File: src/rtl/fp_pkg.sv
// Shared binary32 constants, FSM state encoding and unpack helper for the sequential FP adder.
package fp_pkg;

    localparam int unsigned EXP_W    = 8;
    localparam int unsigned MAN_W    = 23;
    localparam int unsigned EXP_BIAS = 127;
    localparam int unsigned EXP_MAX  = 255;

    localparam logic [31:0] QNAN = 32'h7FC0_0000;

    typedef logic [2:0] fsm_state_t;

    localparam fsm_state_t StIdle  = 3'd0;
    localparam fsm_state_t StAlign = 3'd1;
    localparam fsm_state_t StAdd   = 3'd2;
    localparam fsm_state_t StNorm  = 3'd3;
    localparam fsm_state_t StRound = 3'd4;
    localparam fsm_state_t StHold  = 3'd5;

    // Mantissa with hidden bit restored; denormals collapse to zero.
    function automatic logic [MAN_W:0] unpack_man(input logic [31:0] x);
        if (x[MAN_W +: EXP_W] == '0) begin
            return '0;
        end
        return {1'b1, x[MAN_W-1:0]};
    endfunction

endpackage

File: src/rtl/fp_lzc.sv
// 27-bit combinational leading-zero counter; all-zero input reported separately.
module fp_lzc (
    input  logic [26:0] din,
    output logic [4:0]  count,
    output logic        all_zero
);

    always_comb begin
        count = 5'd27;
        // Ascending scan: the highest set bit writes last and wins.
        for (int i = 0; i < 27; i++) begin
            if (din[i]) begin
                count = 5'(26 - i);
            end
        end
    end

    assign all_zero = (din == '0);

endmodule

File: src/rtl/fp_add_seq.sv
// Sequential binary32 adder: IDLE -> ALIGN -> ADD -> NORM -> ROUND -> HOLD, one op in flight.
module fp_add_seq
    import fp_pkg::*;
(
    input  logic        clk,
    input  logic        rst_n,
    input  logic        in_valid,
    output logic        in_ready,
    input  logic [31:0] a,
    input  logic [31:0] b,
    output logic        out_valid,
    input  logic        out_ready,
    output logic [31:0] result,
    output logic        flag_invalid,
    output logic        flag_ovf
);

    fsm_state_t state_q, state_d;

    logic [31:0]       a_q, b_q;
    logic              sign_a_q, sign_b_q;
    logic [EXP_W-1:0]  exp_a_q, exp_b_q;
    logic [MAN_W:0]    man_a_q, man_b_q;

    logic [26:0]       big_q, small_q;
    logic              eff_sub_q, sign_q;
    logic signed [9:0] exp_q;
    logic              spec_q, spec_inv_q;
    logic [31:0]       spec_res_q;
    logic [27:0]       sum_q;
    logic [26:0]       norm_q;
    logic              zero_q;
    logic [31:0]       result_q;
    logic              flag_invalid_q, flag_ovf_q;

    // ALIGN stage
    logic             a_nan, b_nan, a_inf, b_inf, a_zero, b_zero, a_big;
    logic [EXP_W-1:0] exp_big, exp_small, exp_diff;
    logic [MAN_W:0]   man_big, man_small;
    logic [26:0]      small_ext, small_shift;
    logic             al_spec, al_inv;
    logic [31:0]      al_res;

    assign a_zero = (exp_a_q == '0);
    assign b_zero = (exp_b_q == '0);
    assign a_inf  = (exp_a_q == EXP_W'(EXP_MAX)) && (a_q[MAN_W-1:0] == '0);
    assign b_inf  = (exp_b_q == EXP_W'(EXP_MAX)) && (b_q[MAN_W-1:0] == '0);
    assign a_nan  = (exp_a_q == EXP_W'(EXP_MAX)) && (a_q[MAN_W-1:0] != '0);
    assign b_nan  = (exp_b_q == EXP_W'(EXP_MAX)) && (b_q[MAN_W-1:0] != '0);

    always_comb begin
        a_big     = {exp_a_q, man_a_q} >= {exp_b_q, man_b_q};
        exp_big   = a_big ? exp_a_q : exp_b_q;
        exp_small = a_big ? exp_b_q : exp_a_q;
        man_big   = a_big ? man_a_q : man_b_q;
        man_small = a_big ? man_b_q : man_a_q;
        exp_diff  = exp_big - exp_small;
        small_ext = {man_small, 3'b000};
        if (exp_diff >= 8'd27) begin
            small_shift = {26'd0, |small_ext};
        end else begin
            small_shift = (small_ext >> exp_diff)
                        | {26'd0, |(small_ext & ~(27'h7FF_FFFF << exp_diff))};
        end
    end

    always_comb begin
        al_spec = 1'b1;
        al_inv  = 1'b0;
        al_res  = '0;
        if (a_nan || b_nan || (a_inf && b_inf && (sign_a_q != sign_b_q))) begin
            al_res = QNAN;
            al_inv = 1'b1;
        end else if (a_inf) begin
            al_res = a_q;
        end else if (b_inf) begin
            al_res = b_q;
        end else if (a_zero && b_zero) begin
            al_res = {sign_a_q & sign_b_q, 31'd0};
        end else begin
            al_spec = 1'b0;
        end
    end

    // NORM stage
    logic [4:0]        lz;
    logic              lz_zero;
    logic [26:0]       norm_m;
    logic signed [9:0] norm_exp;
    logic              norm_zero;

    fp_lzc u_lzc (
        .din      (sum_q[26:0]),
        .count    (lz),
        .all_zero (lz_zero)
    );

    always_comb begin
        norm_m    = sum_q[26:0];
        norm_exp  = exp_q;
        norm_zero = 1'b0;
        if (sum_q[27]) begin
            norm_m   = {sum_q[27:2], sum_q[1] | sum_q[0]};
            norm_exp = exp_q + 10'sd1;
        end else begin
            norm_m    = sum_q[26:0] << lz;
            norm_exp  = exp_q - $signed({5'd0, lz});
            norm_zero = lz_zero;
        end
    end

    // ROUND stage
    logic              rnd_up;
    logic [24:0]       man_rnd;
    logic [MAN_W-1:0]  rnd_frac;
    logic signed [9:0] rnd_exp;
    logic [31:0]       fin_res;
    logic              fin_inv, fin_ovf;

    always_comb begin
        rnd_up   = norm_q[2] & (norm_q[1] | norm_q[0] | norm_q[3]);
        man_rnd  = {1'b0, norm_q[26:3]} + {24'd0, rnd_up};
        rnd_frac = man_rnd[MAN_W-1:0];
        rnd_exp  = exp_q;
        if (man_rnd[24]) begin
            rnd_frac = man_rnd[23:1];
            rnd_exp  = exp_q + 10'sd1;
        end
        fin_res = '0;
        fin_inv = 1'b0;
        fin_ovf = 1'b0;
        if (spec_q) begin
            fin_res = spec_res_q;
            fin_inv = spec_inv_q;
        end else if (zero_q) begin
            fin_res = '0;
        end else if (rnd_exp >= 10'sd255) begin
            fin_res = {sign_q, 8'hFF, 23'd0};
            fin_ovf = 1'b1;
        end else if (rnd_exp <= 10'sd0) begin
            fin_res = {sign_q, 31'd0};
        end else begin
            fin_res = {sign_q, rnd_exp[7:0], rnd_frac};
        end
    end

    always_comb begin
        state_d = state_q;
        unique case (state_q)
            StIdle:  if (in_valid) state_d = StAlign;
            StAlign: state_d = StAdd;
            StAdd:   state_d = StNorm;
            StNorm:  state_d = StRound;
            StRound: state_d = StHold;
            StHold:  if (out_ready) state_d = StIdle;
            default: state_d = StIdle;
        endcase
    end

    always_ff @(posedge clk or negedge rst_n) begin
        if (!rst_n) begin
            state_q        <= StIdle;
            a_q            <= '0;
            b_q            <= '0;
            sign_a_q       <= 1'b0;
            sign_b_q       <= 1'b0;
            exp_a_q        <= '0;
            exp_b_q        <= '0;
            man_a_q        <= '0;
            man_b_q        <= '0;
            big_q          <= '0;
            small_q        <= '0;
            eff_sub_q      <= 1'b0;
            sign_q         <= 1'b0;
            exp_q          <= '0;
            spec_q         <= 1'b0;
            spec_inv_q     <= 1'b0;
            spec_res_q     <= '0;
            sum_q          <= '0;
            norm_q         <= '0;
            zero_q         <= 1'b0;
            result_q       <= '0;
            flag_invalid_q <= 1'b0;
            flag_ovf_q     <= 1'b0;
        end else begin
            state_q <= state_d;
            case (state_q)
                StIdle: begin
                    if (in_valid) begin
                        a_q      <= a;
                        b_q      <= b;
                        sign_a_q <= a[31];
                        sign_b_q <= b[31];
                        exp_a_q  <= a[MAN_W +: EXP_W];
                        exp_b_q  <= b[MAN_W +: EXP_W];
                        man_a_q  <= unpack_man(a);
                        man_b_q  <= unpack_man(b);
                    end
                end
                StAlign: begin
                    big_q      <= {man_big, 3'b000};
                    small_q    <= small_shift;
                    eff_sub_q  <= sign_a_q ^ sign_b_q;
                    sign_q     <= a_big ? sign_a_q : sign_b_q;
                    exp_q      <= $signed({2'b00, exp_big});
                    spec_q     <= al_spec;
                    spec_inv_q <= al_inv;
                    spec_res_q <= al_res;
                end
                StAdd: begin
                    sum_q <= eff_sub_q ? ({1'b0, big_q} - {1'b0, small_q})
                                       : ({1'b0, big_q} + {1'b0, small_q});
                end
                StNorm: begin
                    norm_q <= norm_m;
                    exp_q  <= norm_exp;
                    zero_q <= norm_zero;
                end
                StRound: begin
                    result_q       <= fin_res;
                    flag_invalid_q <= fin_inv;
                    flag_ovf_q     <= fin_ovf;
                end
                default: ;
            endcase
        end
    end

    assign in_ready     = (state_q == StIdle);
    assign out_valid    = (state_q == StHold);
    assign result       = result_q;
    assign flag_invalid = flag_invalid_q;
    assign flag_ovf     = flag_ovf_q;

endmodule

File: config.mk
export PLATFORM = sky130hd
export DESIGN_NAME = fp_add_seq
export DESIGN_NICKNAME = d
export VERILOG_FILES = /design/src/rtl/fp_pkg.sv /design/src/rtl/fp_lzc.sv /design/src/rtl/fp_add_seq.sv
export SDC_FILE = /design/constraint.sdc
export NUM_CORES = 1
export LEC_CHECK = 0
export CAP_MARGIN = 25
export CORE_MARGIN = 10
export CORE_UTILIZATION = 30
export DETAILED_ROUTE_END_ITERATION = 6
export GPL_TIMING_DRIVEN = 0
export HOLD_SLACK_MARGIN = 0.15
export PLACE_DENSITY_LB_ADDON = 0.15
export SYNTH_ARGS = -nofsm -noshare
export SYNTH_HDL_FRONTEND = slang
export SYNTH_SLANG_ARGS = --single-unit
File: constraint.sdc
create_clock -name clk -period 5.1 [get_ports clk]
set_input_delay 1.53 -clock clk [delete_from_list [all_inputs] [get_ports clk]]
set_output_delay 1.53 -clock clk [all_outputs]
set_load 0.02 [all_outputs]
# [Word level (Yosys, flattened, before mapping)]
# Index checks and enable logic that the tools add are counted.
[op_classes] addsub=6 bitwise_logic=9 n_eq_ne=10 order_cmp=4 n_shift=3 reduce_logical=24 mux=70
[ops] cell="2-to-1 mux 32 bit" n=6
[ops] cell="2-to-1 mux 24 bit" n=6
[ops] cell="2-to-1 mux 5 bit" n=16
[ops] cell="2-to-1 mux 31 bit" n=2
[ops] cell="2-to-1 mux 27 bit" n=2
[ops] cell="logical NOT 23 bit" n=2
[ops] cell="nonzero test 23 bit" n=2
[ops] cell="greater-or-equal comparator 32 bit" n=1
[ops] cell="logical NOT 8 bit" n=4
[ops] cell="2-to-1 mux 4 bit" n=8
[ops] cell="adder 27 x 27 -> 28 bit" n=1
[ops] cell="2-to-1 mux 28 bit" n=1
[ops] cell="subtractor 27 x 27 -> 28 bit" n=1
[ops] cell="bitwise AND 27 bit" n=1
[ops] cell="logical NOT 27 bit" n=1
[ops] cell="inverter 27 bit" n=1
[ops] cell="bitwise OR 27 x 1 -> 27 bit" n=1
[ops] cell="OR reduction 27 bit" n=1
[ops] cell="<< shifter 27 x 5 -> 27 bit" n=1
[ops] cell="<< shifter 27 x 8 -> 27 bit, first input constant" n=1
[ops] cell="right shift 27 x 8 -> 27 bit" n=1
[ops] cell="adder 24 x 1 -> 25 bit" n=1
[ops] cell="OR reduction 24 bit" n=1
[ops] cell="2-to-1 mux 23 bit" n=1
[ops] cell="28 further kinds" n=63
[totals] word_cells=149 register_bits=320 in_bits=68 out_inout_bits=36

# [Depth between registers and ports, before layout]
# Gate-level depths: netlist (run 1).
[depth] word_depth=30 ltp_mapped=26 mapped_depth_nobuf=21

# [Modules after synthesis]
# From an unflattened synthesis (run 1), not the netlist that was laid out.
[hier_totals] hier_cells=2266 hier_area_um2=20136.8
[by_module_without_submodules] mod="fp_add_seq" cells_each=2215 n_inst=1 area_each_um2=19797.7
[by_module_without_submodules] mod="fp_lzc" cells_each=51 n_inst=1 area_each_um2=339.1

# [Worst setup path after synthesis (run 1)]
# No wires, ideal clock.
[synth_path] path_type="register to register" startpoint="register b_q[26] (netlist name)" endpoint="register small_q[9]" setup_time_ps=126 slack_ps=-218 stages_incl_launch_ff=25 synth_period_minus_slack_ps=5318 arrival_time_ps=5192 path_cell_list="dfrtp_1 > clkbuf_1 > inv_1 > ha_1 > buf_6 > and2_4 > a221o_1 > a2bb2oi_2 > nand2_1 > buf_4 > nor2_4 > buf_2 > buf_2 > clkbuf_1 > clkbuf_1 > mux2i_1 > ha_1 > clkinv_1 > clkbuf_1 > clkbuf_1 > mux2i_1 > nand2_1 > nand3_1 > mux2i_1 > a221o_1"
[synth_lines] element="to (signal assigned)" line="fp_add_seq.sv:202" source="small_q <= small_shift;"
[synth_lines] element="to (decl)" line="fp_add_seq.sv:25" source="logic [26:0] big_q, small_q;"

==> summary.txt, run 1 <==
Status
  – Status: finished, final reports clean

Synthesis
  – Post-Syn Area: approximately 20000 sq um
  – Syn_area_per_cell: about 8.8 sq um
  – Synth top area share: 37.3%
  – EDFF count, synth: 0
  – FFs w/ async S/R, synth: 100%
  – Sequential fraction of the synthesis area: a little under two fifths
  – Syn Inst Count: about 2300
  – Syn. warnings: 0
  – Synth cell types: just over 90
  – Cell taking the most area after synthesis: dfrtp_1
  – Yosys reg bits: about 300
  – Most instantiated cells after synthesis: 302 x dfrtp_1, 247 x nand2_1, 225 x nor2_1
  – Post-synth top flop: dfrtp_1
  – Most numerous cell in the Yosys netlist: dfrtp_1
  – Syn_nets: roughly 2500
  – Synth top area cells: dfrtp_1 37%, ha_1 5.6%, mux2_2 4.7%

Drt
  – Routed Wire Length: 79800 um
  – Wire per inst: ~24 um
  – Router iterations before antenna repair: 6
  – Routed Antenna Nets: 0
  – DR vias/cell: 5.54
  – Post-route DRC violation count: 0
  – Initial DRC count: about 1400
  – Via count: approximately 19000

Timing
  – Worst Hold Margin: 0.481 ns
  – Slew Limit Fails: 0
  – Minimum clock period: around 4.9 ns
  – RSZ-0062 raised after global routing: no
  – TNS Setup: 0 ns
  – Fin Clk Skew: approximately 0.027 ns
  – Final Cycle Share: just under 100%
  – Tightest Pin Transition: approximately 1.0 ns
  – Final setup violation count: 0
  – Final Hold Viols: 0
  – Rel. slew slack: a little under a third
  – Max Clock Freq: around 200 MHz

Worst setup path
  – Delay-heaviest family, CP: compound AO/OA/AOI/OAI gates
  – WS Path Type: flop to flop
  – Worst EP required: roughly 5.5 ns
  – Worst-path cell chain: ha_1, buf_6, and4_4, nand4_1, buf_4, nor3_4, buf_4, o311ai_2, nand2_1, clkbuf_1, buf_1, o21ai_0, o31ai_1, o211ai_1, o21ai_0, o211ai_1, o41a_1
  – Worst path slowest cell: buf_1
  – CP Launch Type: flop
  – Sum of buffers and inverters on the critical path: 5
  – Critical Path End Type: flop
  – CP peak stage delay: 0.55 ns
  – Crit path DAT: about 5.4 ns
  – Max FO, Critical Path: 10

Cells and area
  – Area grow syn2layout: 20.1%
  – Filler cell count: just under 7000
  – Diodes inserted: 0
  – Layout cells sized above 1: 12.3%
  – Nets@finish: 2631
  – Finished Cell Area: 24300 sq um

Clock network
  – Cts-stage hold buffer count: 0
  – CTS Buffer Depth: 3
  – Clk root buf: clkbuf_16
  – Worst-path clk slew: 0.05 ns
  – TritonCTS buffer count: 39
  – Worst-Skew Late Latency: 0.58 ns
  – H-tree depth: 2
  – CTS tree: done
  – Sink Count: 302

Placed design
  – Area post-placement: between 20000 and 25000 sq um
  – HPWL after DPL: ~63000 um
  – Final GP Congestion: ~0.95
  – IO buf count: 103

Global routing
  – Vias in the first global route: 19000
  – GR Overflow Total: 0
  – Largest net degree at the start of global routing: ~120
  – First-pass GRT wire length: ~120000 um
  – Initial antenna violation count: 0
  – GRT Resource Usage Total: between 20% and 30%

Floorplan
  – Die ar.: a little under 80000 sq um
  – Die H: between 200 and 300 um
  – CORE AREA: roughly 67000 sq um
  – Row count: 95
  – Initial core utilization: a little under a third
  – Die span in x: ~280 um
  – IO Pins: ~100

Min path
  – Hold WC Path Type: flop to flop

Job
  – Max-Cap Viols: 0
==> metrics by stage <==
stage / utilization [%] / setup slack (ns) / std cells
after floorplan: - / 0.0147 / 2309
after CTS: 36.2 / 0.00348 / 3374
after global placement: 33.4 / -11.19 / 3285
after detailed placement: 33.5 / -1.65 / 3288
after global routing: 36.3 / 0.0309 / 3373
final: 36.3 / 0.186 / 3373
==> area by class of cell <==
type / instances / area (sq um) / area share [%]
clock buffer: 51 / 1110 / 4.57
buffer: 140 / 629 / 2.59
inverter: 105 / 403 / 1.66
tap: 873 / 1090 / 4.49
multi-input combinational: 1756 / 12000 / 49.3
sequential: 302 / 7580 / 31.1
timing repair buffer: 127 / 1250 / 5.14
clock inverter: 19 / 274 / 1.13
==> worst reg2reg max path, stage by stage (launching register included) <==
cell and delay (ns):
dfrtp_2 0.43, ha_1 0.30, buf_6 0.16, and4_4 0.26, nand4_1 0.12, buf_4 0.18
nor3_4 0.18, buf_4 0.15, o311ai_2 0.27, nand2_1 0.31, clkbuf_1 0.51, buf_1 0.56
o21ai_0 0.26, o31ai_1 0.12, o211ai_1 0.23, o21ai_0 0.21, o211ai_1 0.13, o41a_1 0.43
==> layer usage <==
layer,wire (um),GRT usage (%)
met5,0,0
met4,2320,6.72
met3,3560,2.63
met2,39200,34.5
met1,34800,25.7
==> flip-flops by register name (all words and copies together), names as in the netlist, 24 cells and up <==
name and cells:
a_q 32, b_q 32, big_q 24, man_a_q 24, man_b_q 24, norm_q 27, result 32, small_q 27
spec_res_q 32, sum_q 28
==> worst paths after layout <==
| kind | from | end | slack [ns] | cells past startpoint |
|---|---|---|---|---|
| worst max-delay path | a_q[27]$_DFFE_PN0P_ | small_q[0]$_DFFE_PN0P_ | 0.19 | 17 |
| worst min-delay path | spec_res_q[9]$_DFFE_PN0P_ | spec_res_q[9]$_DFFE_PN0P_ | 0.48 | 1 |
| worst max register to register | a_q[27]$_DFFE_PN0P_ | small_q[0]$_DFFE_PN0P_ | 0.19 | 17 |
| worst min register to register | spec_res_q[9]$_DFFE_PN0P_ | spec_res_q[9]$_DFFE_PN0P_ | 0.48 | 1 |
| max in group asynchronous | rst_n | b_q[29]$_DFFE_PN0P_ | 3.12 | 2 |
| min in group asynchronous | rst_n | small_q[14]$_DFFE_PN0P_ | 0.91 | 1 |
==> cell usage in the layout (no fill, tap or decap), types with 10 or more instances in the layout <==
cell / netlist / layout
clkbuf_1: 106 / 101
o21ai_0: 125 / 124
o21bai_1: 10 / 10
inv_1: 101 / 97
ha_1: 90 / 84
o21a_1: 17 / 17
mux2_2: 84 / 84
nand2b_1: 14 / 14
buf_1: 18 / 13
a21oi_1: 180 / 178
a211oi_1: 13 / 12
or3_1: 10 / 10
clkbuf_16: 0 / 40
nand4_1: 25 / 25
mux2i_1: 83 / 81
o22ai_1: 15 / 15
o31ai_1: 16 / 14
nand2_1: 247 / 244
a21o_1: 22 / 22
dfrtp_1: 302 / 283
o211ai_1: 17 / 17
xnor2_1: 38 / 38
nand3_1: 46 / 44
nor3_1: 59 / 57
xor2_1: 21 / 20
a22oi_1: 30 / 27
buf_2: 17 / 11
a221oi_1: 22 / 22
mux4_2: 11 / 11
and3_1: 22 / 22
a31oi_1: 47 / 47
clkdlybuf4s50_1: 0 / 102
and2_1: 37 / 35
dfrtp_2: 0 / 19
a22o_1: 54 / 54
nor4_1: 32 / 32
buf_4: 1 / 27
nor2_1: 225 / 222
==> cell families after synthesis <==
kind of cell             count (synthesis)  share of synthesized area (%)
AND/OR/NAND/NOR                        765                           17.6
flip-flops                             302                           37.3
buffers and inverters                  251                           4.89
AO/OA/AOI/OAI                          659                           21.6
multiplexers                           179                           10.1
adder cells (fa/ha/maj)                 92                           5.76
XOR/XNOR                                61                           2.71
==> timing repair <==
action / in CTS / in global routing
pin swaps: 13 / 3
endpoints found under the setup margin: 52 / 41
cloned: 0 / 0
resized for setup: 87 / 23
buffers inserted: 19 / 1
Power of run 1 is not shown: default switching activity piles up to over one toggle a cycle in this logic, so the estimate is an artifact.
==> inputs of run 2 (changes only) <==
==> constraint.sdc (replaced) <==
create_clock -name clk -period 4.4 [get_ports clk]
set_input_delay 1.32 -clock clk [delete_from_list [all_inputs] [get_ports clk]]
set_output_delay 1.32 -clock clk [all_outputs]
set_load 0.02 [all_outputs]
==> run 2 against run 1 <==
Effect of this change: largest cell class unchanged; final area is 4.9% higher; cell count is 1.7% higher; sequential cell count stayed put; maximum frequency is 13% higher; setup slack worse by 0.12 ns; register-to-register slack worse by 0.12 ns; wire length is 1.3% higher; highest routed layer unchanged; global-route usage is 0.15 points higher; hold slack better by 0.0069 ns; non-clock buffer count is 65 higher; core utilization is 1.8 points higher; clock skew is 0.0085 ns higher.
==> summary.txt, run 2 (synthesis results as in run 1) <==
Cells and area
  – Commonest non-fill, non-tap cell in the layout: dfrtp_1
  – Layout cells sized above 1: a little under a fifth
  – Filler cell count: 6833
  – Register area: around 7600 sq um
  – Non-Filler Instances: 3431
  – Area of the multi-input gates: roughly 13000 sq um
  – Area grow syn2layout: 26.0%
  – Commonest cells after routing, fill and taps aside: 268 x dfrtp_1, 240 x nand2_1, 220 x nor2_1
  – Diodes inserted: 0
  – Nets@finish: about 2700

Timing
  – Final Hold Viols: 0
  – Fin worst setup slack: 0.0639 ns
  – Fin Clk Skew: between 0.03 and 0.04 ns
  – Tightest Pin Transition: between 0.9 and 1 ns
  – Worst Hold Margin: ~0.49 ns
  – Rel. slew slack: a little under 40%
  – Slew Limit Fails: 0
  – RSZ-0062 raised after global routing: yes
  – Final Cycle Share: between 90 and 100%
  – Max Clock Freq: about 230 MHz
  – Final setup violation count: 0
  – Minimum clock period: ~4.3 ns

Worst setup path
  – Worst EP required: just under 5 ns
  – Critical Path End Type: flop
  – Reg2Reg Depth: 19
  – Crit path DAT: between 4 and 5 ns
  – WS Path Type: flop to flop
  – Worst reg2reg path startpoint: man_b_q[8]$_DFFE_PN0P_
  – Max FO, Critical Path: 7
  – Critical path origin: man_b_q[8]$_DFFE_PN0P_
  – CP Launch Type: flop
  – RR Endpoint: small_q[0]$_DFFE_PN0P_
  – Register-to-register setup slack: between 0.06 and 0.07 ns

Min path
  – Hold WC Path Type: flop to flop
  – WHS Endpoint: spec_res_q[4]$_DFFE_PN0P_
  – Hold Path Origin: spec_res_q[4]$_DFFE_PN0P_
  – Hold path depth: 1

Clock network
  – CTS Buffer Depth: 3
  – H-tree depth: 2
  – Clk root buf: clkbuf_16
  – Sink Count: between 300 and 400
  – Cts-stage hold buffer count: 0
  – Worst-Skew Late Latency: around 0.57 ns
  – TritonCTS buffer count: 37
  – Worst-path clk slew: approximately 0.060 ns
  – CTS tree: done

Placed design
  – Final GP Congestion: around 0.95
  – IO buf count: roughly 100
  – Placed Cells: 3287
  – HPWL after DPL: around 63000 um
  – Placement Setup Slack: -1.40 ns

Floorplan
  – CORE AREA: 67000 sq um
  – Initial core utilization: 30.2%
  – Die H: between 200 and 300 um
  – IO Pins: ~100
  – Die span in x: 280 um
  – Row count: 95
  – Die ar.: 78300 sq um

Drt
  – Routed Antenna Nets: 0
  – Routed Wire Length: between 80000 and 90000 um
  – DR vias/cell: 5.56
  – Via count: approximately 19000
  – Router iterations before antenna repair: 6
  – Wire per inst: ~24 um
  – Post-route DRC violation count: 0
  – Initial DRC count: roughly 1300

Job
  – Max-Cap Viols: 0

Global routing
  – Largest net degree at the start of global routing: ~110
  – GR peak layer: met2
  – GR Overflow Total: 0
  – GRT Resource Usage Total: 20.2%
  – First-pass GRT wire length: about 120000 um
  – GR Layer Usage met1: around 26%
  – GR Util met3: between 2 and 3%
  – GR Util met2: about a third
  – Initial antenna violation count: 0
  – Vias in the first global route: roughly 19000

Status
  – Status: finished, final reports clean
## run 2: changes by cell type in the layout (fill, tap and decap cells not counted), sizes merged
cell / delta
clkbuf: -6
buf: +66
bufinv: +2
clkinv: -4
clkinvlp: -1
inv: +1
## run 2: final cells by class
cell class,instances,share of cell area (%)
multi-input combinational,1756,49.2
tap,873,4.28
timing repair buffer,197,7.22
clock buffer,46,4.07
clock inverter,17,1.09
sequential,302,29.8
inverter,105,1.58
buffer,135,2.74
## run 2: layer usage
metal  routed length [um]  vias to the layer above
met2                38700                      600
met3                 3780                      152
met4                 2960                        0
li1                     -                     8858
met5                    0                        -
met1                35400                     9454
## run 2: what timing repair did
| action | CTS | global route |
|---|---|---|
| gates resized for setup | 165 | 84 |
| setup buffers | 57 | 35 |
| endpoints found under the setup margin | 81 | 62 |
| gates cloned | 1 | 0 |
| pin swaps | 43 | 20 |
## run 2: metrics by stage
stage	TNS, ns	instance area (sq um)	utilization, %
after floorplan	-0.134	20400	-
after global placement	-3520.74	22500	33.6
after detailed placement	-54.50	22600	33.7
after CTS	-1.68	25000	37.3
after global routing	-0.207	25500	38.1
final	0	25500	38.1
## run 2: critical path, stage by stage, from the launching register on
cell,delay [ns]
dfrtp_2,0.43
inv_2,0.09
ha_1,0.23
and4_4,0.20
a211oi_2,0.21
nand3_2,0.12
o311a_4,0.42
buf_8,0.14
nor2_4,0.12
buf_6,0.14
mux2i_4,0.24
ha_4,0.25
clkinv_4,0.11
nand2_2,0.12
a211oi_1,0.27
o22a_1,0.19
o21ai_0,0.15
a31oi_1,0.23
a21oi_1,0.07
o41a_1,0.44
## run 2: worst max-delay path by stage
stage	end	slack (ns)	depth (start not counted)
floorplan	small_q[0]$_DFFE_PN0P_	-0.06	20
global placement	a_q[25]$_DFFE_PN0P_	-11.50	1
detailed placement	small_q[12]$_DFFE_PN0P_	-1.40	24
CTS	small_q[0]$_DFFE_PN0P_	-0.20	20
global route	small_q[0]$_DFFE_PN0P_	-0.09	19
finish	small_q[0]$_DFFE_PN0P_	0.06	19
Power of run 2 is left out for the same reason.
==> RTL edit 1 (config.mk and constraints of run 2) <==
Put one more register stage on the output `flag_invalid`, with the module's reset. The value now appears one clock later. The other outputs are not delayed to match.
--- a/src/rtl/fp_add_seq.sv
+++ b/src/rtl/fp_add_seq.sv
@@ -229,7 +229,13 @@
     assign in_ready     = (state_q == StIdle);
     assign out_valid    = (state_q == StHold);
     assign result       = result_q;
-    assign flag_invalid = flag_invalid_q;
+    always_ff @(posedge clk or negedge rst_n) begin
+        if (!rst_n) begin
+            flag_invalid <= '0;
+        end else begin
+            flag_invalid <= flag_invalid_q;
+        end
+    end
     assign flag_ovf     = flag_ovf_q;
 
 endmodule
Function: same outputs for any inputs over 4 cycles, from zero or initial values and one cycle with rst_n low; that may be too few to reach the edited logic, so the function may still have changed.
==> RTL edit 1 against run 2 <==
  * The run now ends with negative setup slack left
  * First-iteration DRC count decreased by 2.8%
  * Synthesized cell count about the same
  * Sequential cell count up 1
  * Cell area about the same
  * Wire length rose by 1.7%
  * Synthesized area up 0.12%
  * Setup slack worse by 0.078 ns
  * Critical endpoint unchanged
Power is not shown: default switching activity piles up to over one toggle a cycle in this logic, so the estimate is an artifact.
==> RTL edit 1: results (changes against run 2) <==
outcome:
  outcome: "finished, violations left"  # was finished, final reports clean
  violations: "negative setup slack"
sta:
  setup_violations: 1  # was 0
  fin_ws_ns: -0.0145  # was 0.0639 ns
  worst_slew_pin_slew_ns: 1.11  # was 0.916 ns
  worst_clock_skew_ns: 0.0314  # was 0.0356 ns
placed_design:
  post-dp-hpwl_um: 64100  # was 62800 um
  gp_congestion: 0.963  # was 0.948
  io_buffers: 103  # unchanged
logic_synthesis:
  ys_top_cells_by_area: "dfrtp_1 (37%), ha_1 (5.6%), mux2_2 (4.7%)"  # unchanged
  yosysSeqAreaShare_pct: 37.4  # was 37.3%
  synth_area_leader_cell: "dfrtp_1"  # unchanged
  postSynth.asyncResetShare_pct: 100  # unchanged
  synthesis.nets: 2470  # was 2469
  ys_warn_count: 0  # unchanged
  synth_commonest_cells: "dfrtp_1 (303), nand2_1 (247), nor2_1 (225)"  # was dfrtp_1 (302), nand2_1 (247), nor2_1 (225)
  yosys.cell_types.count: 93  # unchanged
worst_setup_path:
  cp.arrival_ns: 4.83  # was 4.76 ns
  crit_path_end: "small_q[0]"  # unchanged
  crit_family: "compound AO/OA/AOI/OAI gates"  # unchanged
  crit_fanout: 8  # was 7
  rr_worst_depth: 17  # was 19
  slowest_delay_ns: 0.57  # was 0.44 ns
  critPathSlowestCell: "mux4_1"  # was o41a_1
  setup.worst_path.start: "b_q[29]"  # was man_b_q[8]
drt:
  vias: 19100  # about the same
  wl_per_cell_um: 23.8  # was 23.6 um
  first_pass_iters: 5  # was 6
  drc: 0  # unchanged
  drt_iter0_markers: 1276  # was 1313
final_layout:
  fillers: 6770  # was 6833
  nNetsFinal: 2712  # was 2694
  layout-drive-gt1-share_pct: 18.8  # was 18.3%
  antenna_cells: 0  # unchanged
global_routing:
  antenna_found_initial: 0  # unchanged
  grt_pass1_wl_um: 125000  # was 123000 um
  grt_max_degree: 123  # was 111
  grt_pass1_vias: 19500  # was 19300
  grt_use_total_pct: 20.5  # was 20.2%
cts:
  cts_max_level: 2  # unchanged
  clockBufferDepth: 3  # unchanged
  cts_root_buf: "clkbuf_16"  # unchanged
  insertion_delay_ns: 0.55  # was 0.57 ns
  path_clk_slew_ns: 0.06  # about the same
  cts_made_buffers: 38  # was 37
min_path:
  hp-class: "flip-flop to flip-flop"  # unchanged
## RTL edit 1: cell types whose count changed after synthesis, sizes merged
cell / change
dfrtp: +1
## RTL edit 1: layout make-up
class	instances	share of cell area (%)
sequential	303	29.8
buffer	136	2.68
clock inverter	15	0.455
timing repair buffer	212	7.79
multi-input combinational	1756	49.1
tap	873	4.28
inverter	105	1.58
clock buffer	51	4.23
## RTL edit 1: worst min path at each step
stage | cells after the start | end | startpoint | slack (ns)
floorplan | 0 | flag_invalid | flag_invalid_q | 0.35
global placement | 0 | flag_invalid | flag_invalid_q | 0.36
detailed placement | 0 | flag_invalid | flag_invalid_q | 0.36
CTS | 0 | flag_invalid | flag_invalid_q | 0.37
global route | 0 | flag_invalid | flag_invalid_q | 0.39
finish | 0 | flag_invalid | flag_invalid_q | 0.37
## RTL edit 1: worst register-to-register path, stage by stage (launching register included)
cell and delay (ns):
dfrtp_1 0.43, inv_2 0.08, ha_4 0.28, and4_4 0.22, nand4_1 0.14, buf_4 0.19, nor3_4 0.17, o311a_4 0.26
buf_8 0.12, nor2_4 0.05, buf_4 0.18, a21oi_1 0.49, mux2i_1 0.31, mux4_1 0.57, mux2i_2 0.21, nand2b_4 0.18
o311ai_4 0.08, o41a_1 0.33
## RTL edit 1: kinds of logic (layout without fill, tap and decap cells)
family	Yosys count	in the layout	share of synthesized area (%)
mux	179	179	10.1
simple gates	765	765	17.6
compound gates	659	659	21.6
buf+inv	251	519	4.88
xor+xnor	61	61	2.71
flops	303	303	37.4
fa+ha+maj	92	92	5.75
## RTL edit 1: repair_timing
action,4_1_cts,5_1_grt
gates cloned,4,0
setup buffers,57,45
pin swaps,52,31
hold buffers,0,0
endpoints found under the setup margin,64,56
resized for setup,179,67
## RTL edit 1: per-stage QoR
stage          cells  area (sq um)   TNS, ns  setup slack (ns)
4_1_cts         3413         25000     -1.23            -0.201
3_3_place_gp    3286         22500  -3575.75            -11.64
3_5_place_dp    3289         22600    -56.49             -1.48
5_1_grt         3451         25500   -0.0789           -0.0789
6_report        3451         25500   -0.0145           -0.0145
2_1_floorplan   2310         20400    -0.134           -0.0635
## RTL edit 1: layer usage
layer	share of wire, %	wire length [um]	track usage [%]
met1	43	35000	25.7
met2	49	40100	35.6
met3	4.8	3930	2.49
met4	3.8	3110	7.68
met5	0	0	0
==> RTL edit 2 (settings of run 2) <==
Without the edit above. `EXP_MAX`: 255 -> 127.
--- a/src/rtl/fp_pkg.sv
+++ b/src/rtl/fp_pkg.sv
@@ -4,7 +4,7 @@
     localparam int unsigned EXP_W    = 8;
     localparam int unsigned MAN_W    = 23;
     localparam int unsigned EXP_BIAS = 127;
-    localparam int unsigned EXP_MAX  = 255;
+    localparam int unsigned EXP_MAX  = 127;
 
     localparam logic [31:0] QNAN = 32'h7FC0_0000;
 
Behaviour: no difference found for any inputs over 4 cycles, from zero or initial values and one cycle with rst_n low; that may be too few to reach the edited logic, so the function may still have changed.
==> RTL edit 2 against run 2 <==
  * The run now ends with negative setup slack left
  * Critical endpoint is now small_q[15]
  * Synthesized cell count shrank 3.2%
  * Cell area shrank 1.9%
  * Wire length shrank 7.0%
  * Sequential cell count is the same
  * Setup slack lost 0.18 ns
  * Synthesized area shrank 1.7%
Power is not shown: default switching activity piles up to over one toggle a cycle in this logic, so the estimate is an artifact.
==> RTL edit 2: results (changes against run 2) <==
sta:
  fin_setup_tns_ns: -0.592  # was 0 ns
  fin_ws_ns: -0.112  # was 0.0639 ns
  setup_violations: 16  # was 0
  worst_slew_pin_slew_ns: 0.909  # was 0.916 ns
  holdWs_ns: 0.477  # was 0.487 ns
  worst_clock_skew_ns: 0.0292  # was 0.0356 ns
worst_setup_path:
  reg2reg_to: "small_q[15]"  # was small_q[0]
  cp.arrival_ns: 4.97  # was 4.76 ns
  crit_fanout: 6  # was 7
  regToRegStartpoint: "b_q[26]"  # was man_b_q[8]
  rr_worst_depth: 25  # was 19
final_layout:
  layout-drive-gt1-share_pct: 16.6  # was 18.3%
  fillers: 6608  # was 6833
  antenna_cells: 0  # unchanged
  fin_cells: 3347  # was 3431
  nNetsFinal: 2616  # was 2694
cts:
  path_clk_slew_ns: 0.06  # about the same
  cts_max_level: 2  # unchanged
  clockBufferDepth: 3  # unchanged
  cts_made_buffers: 37  # unchanged
  cts_root_buf: "clkbuf_16"  # unchanged
  insertion_delay_ns: 0.56
placed_design:
  post-dp-hpwl_um: 58700  # was 62800 um
  placed_cells: 3205  # was 3287
  io_buffers: 103  # unchanged
  gp_congestion: 0.957  # was 0.948
logic_synthesis:
  syn_avg_cell_area_sq_um: 8.91  # was 8.78 sq um
  ys.flop_type: "dfrtp_1"  # unchanged
  ys_warn_count: 0  # unchanged
  synth_commonest_cells: "dfrtp_1 (302), nand2_1 (223), nor2_1 (186)"  # was dfrtp_1 (302), nand2_1 (247), nor2_1 (225)
  yosys.cell_types.count: 83  # was 93
  ys_top_cells_by_area: "dfrtp_1 (38%), mux2i_1 (7.8%), ha_1 (5.7%)"  # was dfrtp_1 (37%), ha_1 (5.6%), mux2_2 (4.7%)
  postSynth.asyncResetShare_pct: 100  # unchanged
  yosysSeqAreaShare_pct: 37.9  # was 37.3%
  synthesis.nets: 2394  # was 2469
global_routing:
  grt_pass1_vias: 18400  # was 19300
  antenna_found_initial: 0  # unchanged
  grt_pass1_wl_um: 116000  # was 123000 um
  grt_use_total_pct: 18.9  # was 20.2%
  grt_max_degree: 123  # was 111
outcome:
  violations: "negative setup slack"
  outcome: "finished, violations left"  # was finished, final reports clean
drt:
  first_pass_iters: 5  # was 6
  drt_wl_total_um: 75200  # was 80800 um
  via_per_inst: 5.40  # was 5.56
  drt_iter0_markers: 1026  # was 1313
min_path:
  hp-class: "flip-flop to flip-flop"  # unchanged
  whs_path_depth: 2  # was 1
  min-delay-start: "sign_q"  # was spec_res_q[4]
  hold_end: "sign_q"  # was spec_res_q[4]
RTL edit 2: changes by cell type after synthesis, moves of 15 or more:
cell / change
nor2_1: -39
mux2_2: -15
nand2_1: -24
a31oi_1: -21
mux2i_1: +73
o21ai_0: +31
a21oi_1: -27
RTL edit 2: worst max-delay path by stage:
stage | depth (start not counted) | to | from
final | 25 | small_q[15] | b_q[26]
after global routing | 24 | small_q[15] | man_b_q[21]
after floorplan | 26 | small_q[15] | b_q[25]
after detailed placement | 26 | small_q[14] | b_q[23]
after global placement | 1 | b_q[29] | rst_n
after CTS | 25 | small_q[15] | a_q[23]
RTL edit 2: cell families after synthesis:
group / after synthesis / share of synthesized area [%]
muxes: 232 / 12.4
adders and majority gates: 92 / 5.86
buffers and inverters: 244 / 4.77
and+or+nand+nor: 684 / 15.9
AOI/OAI and AO/OA: 613 / 20.2
xor gates and xnor gates: 67 / 2.95
DFF: 302 / 37.9
RTL edit 2: routing by layer:
| metal | share of wire [%] | GRT usage, % | vias up |
|---|---|---|---|
| met3 | 4.0 | 2.50 | 121 |
| met5 | 0 | 0 | - |
| met2 | 50 | 33.1 | 433 |
| met1 | 43 | 23.4 | 8971 |
| met4 | 3.4 | 6.64 | 0 |
| li1 | - | - | 8546 |
RTL edit 2: layout make-up:
| class | instances | area share, % |
|---|---|---|
| Buffer | 136 | 2.82 |
| Clock buffer | 52 | 4.41 |
| Clock inverter | 14 | 0.749 |
| Inverter | 103 | 1.56 |
| Multi-Input combinational cell | 1688 | 48.7 |
| Sequential cell | 302 | 30.3 |
| Tap cell | 864 | 4.32 |
| Timing Repair Buffer | 188 | 7.11 |
RTL edit 2: critical path, cell delays in order (launching register included):
cell	delay, ns
dfrtp_2	0.43
inv_2	0.08
ha_4	0.26
buf_6	0.11
nand4_4	0.09
nor4_4	0.28
buf_4	0.19
buf_4	0.12
nand2_2	0.12
o211ai_4	0.25
nor2_4	0.07
buf_8	0.13
buf_12	0.12
buf_12	0.12
a21oi_4	0.13
ha_4	0.15
inv_4	0.04
a311oi_2	0.22
a211oi_2	0.09
nand2b_4	0.16
o31ai_4	0.29
and3_1	0.21
buf_6	0.13
nand2_8	0.06
or4_4	0.48
o221ai_2	0.08
RTL edit 2: what timing repair did:
| item | in CTS | in global routing |
|---|---|---|
| cloned | 2 | 0 |
| endpoints found under the setup margin | 94 | 59 |
| resized for setup | 145 | 80 |
| pin swaps | 43 | 29 |
| buffers inserted | 57 | 23 |
RTL edit 2: stage by stage:
step,setup slack (ns),area [sq um]
final,-0.112,25000
after global routing,-0.226,25000
after CTS,-0.301,24600
after detailed placement,-2.06,22300
after global placement,-11.50,22200
after floorplan,-0.418,20100
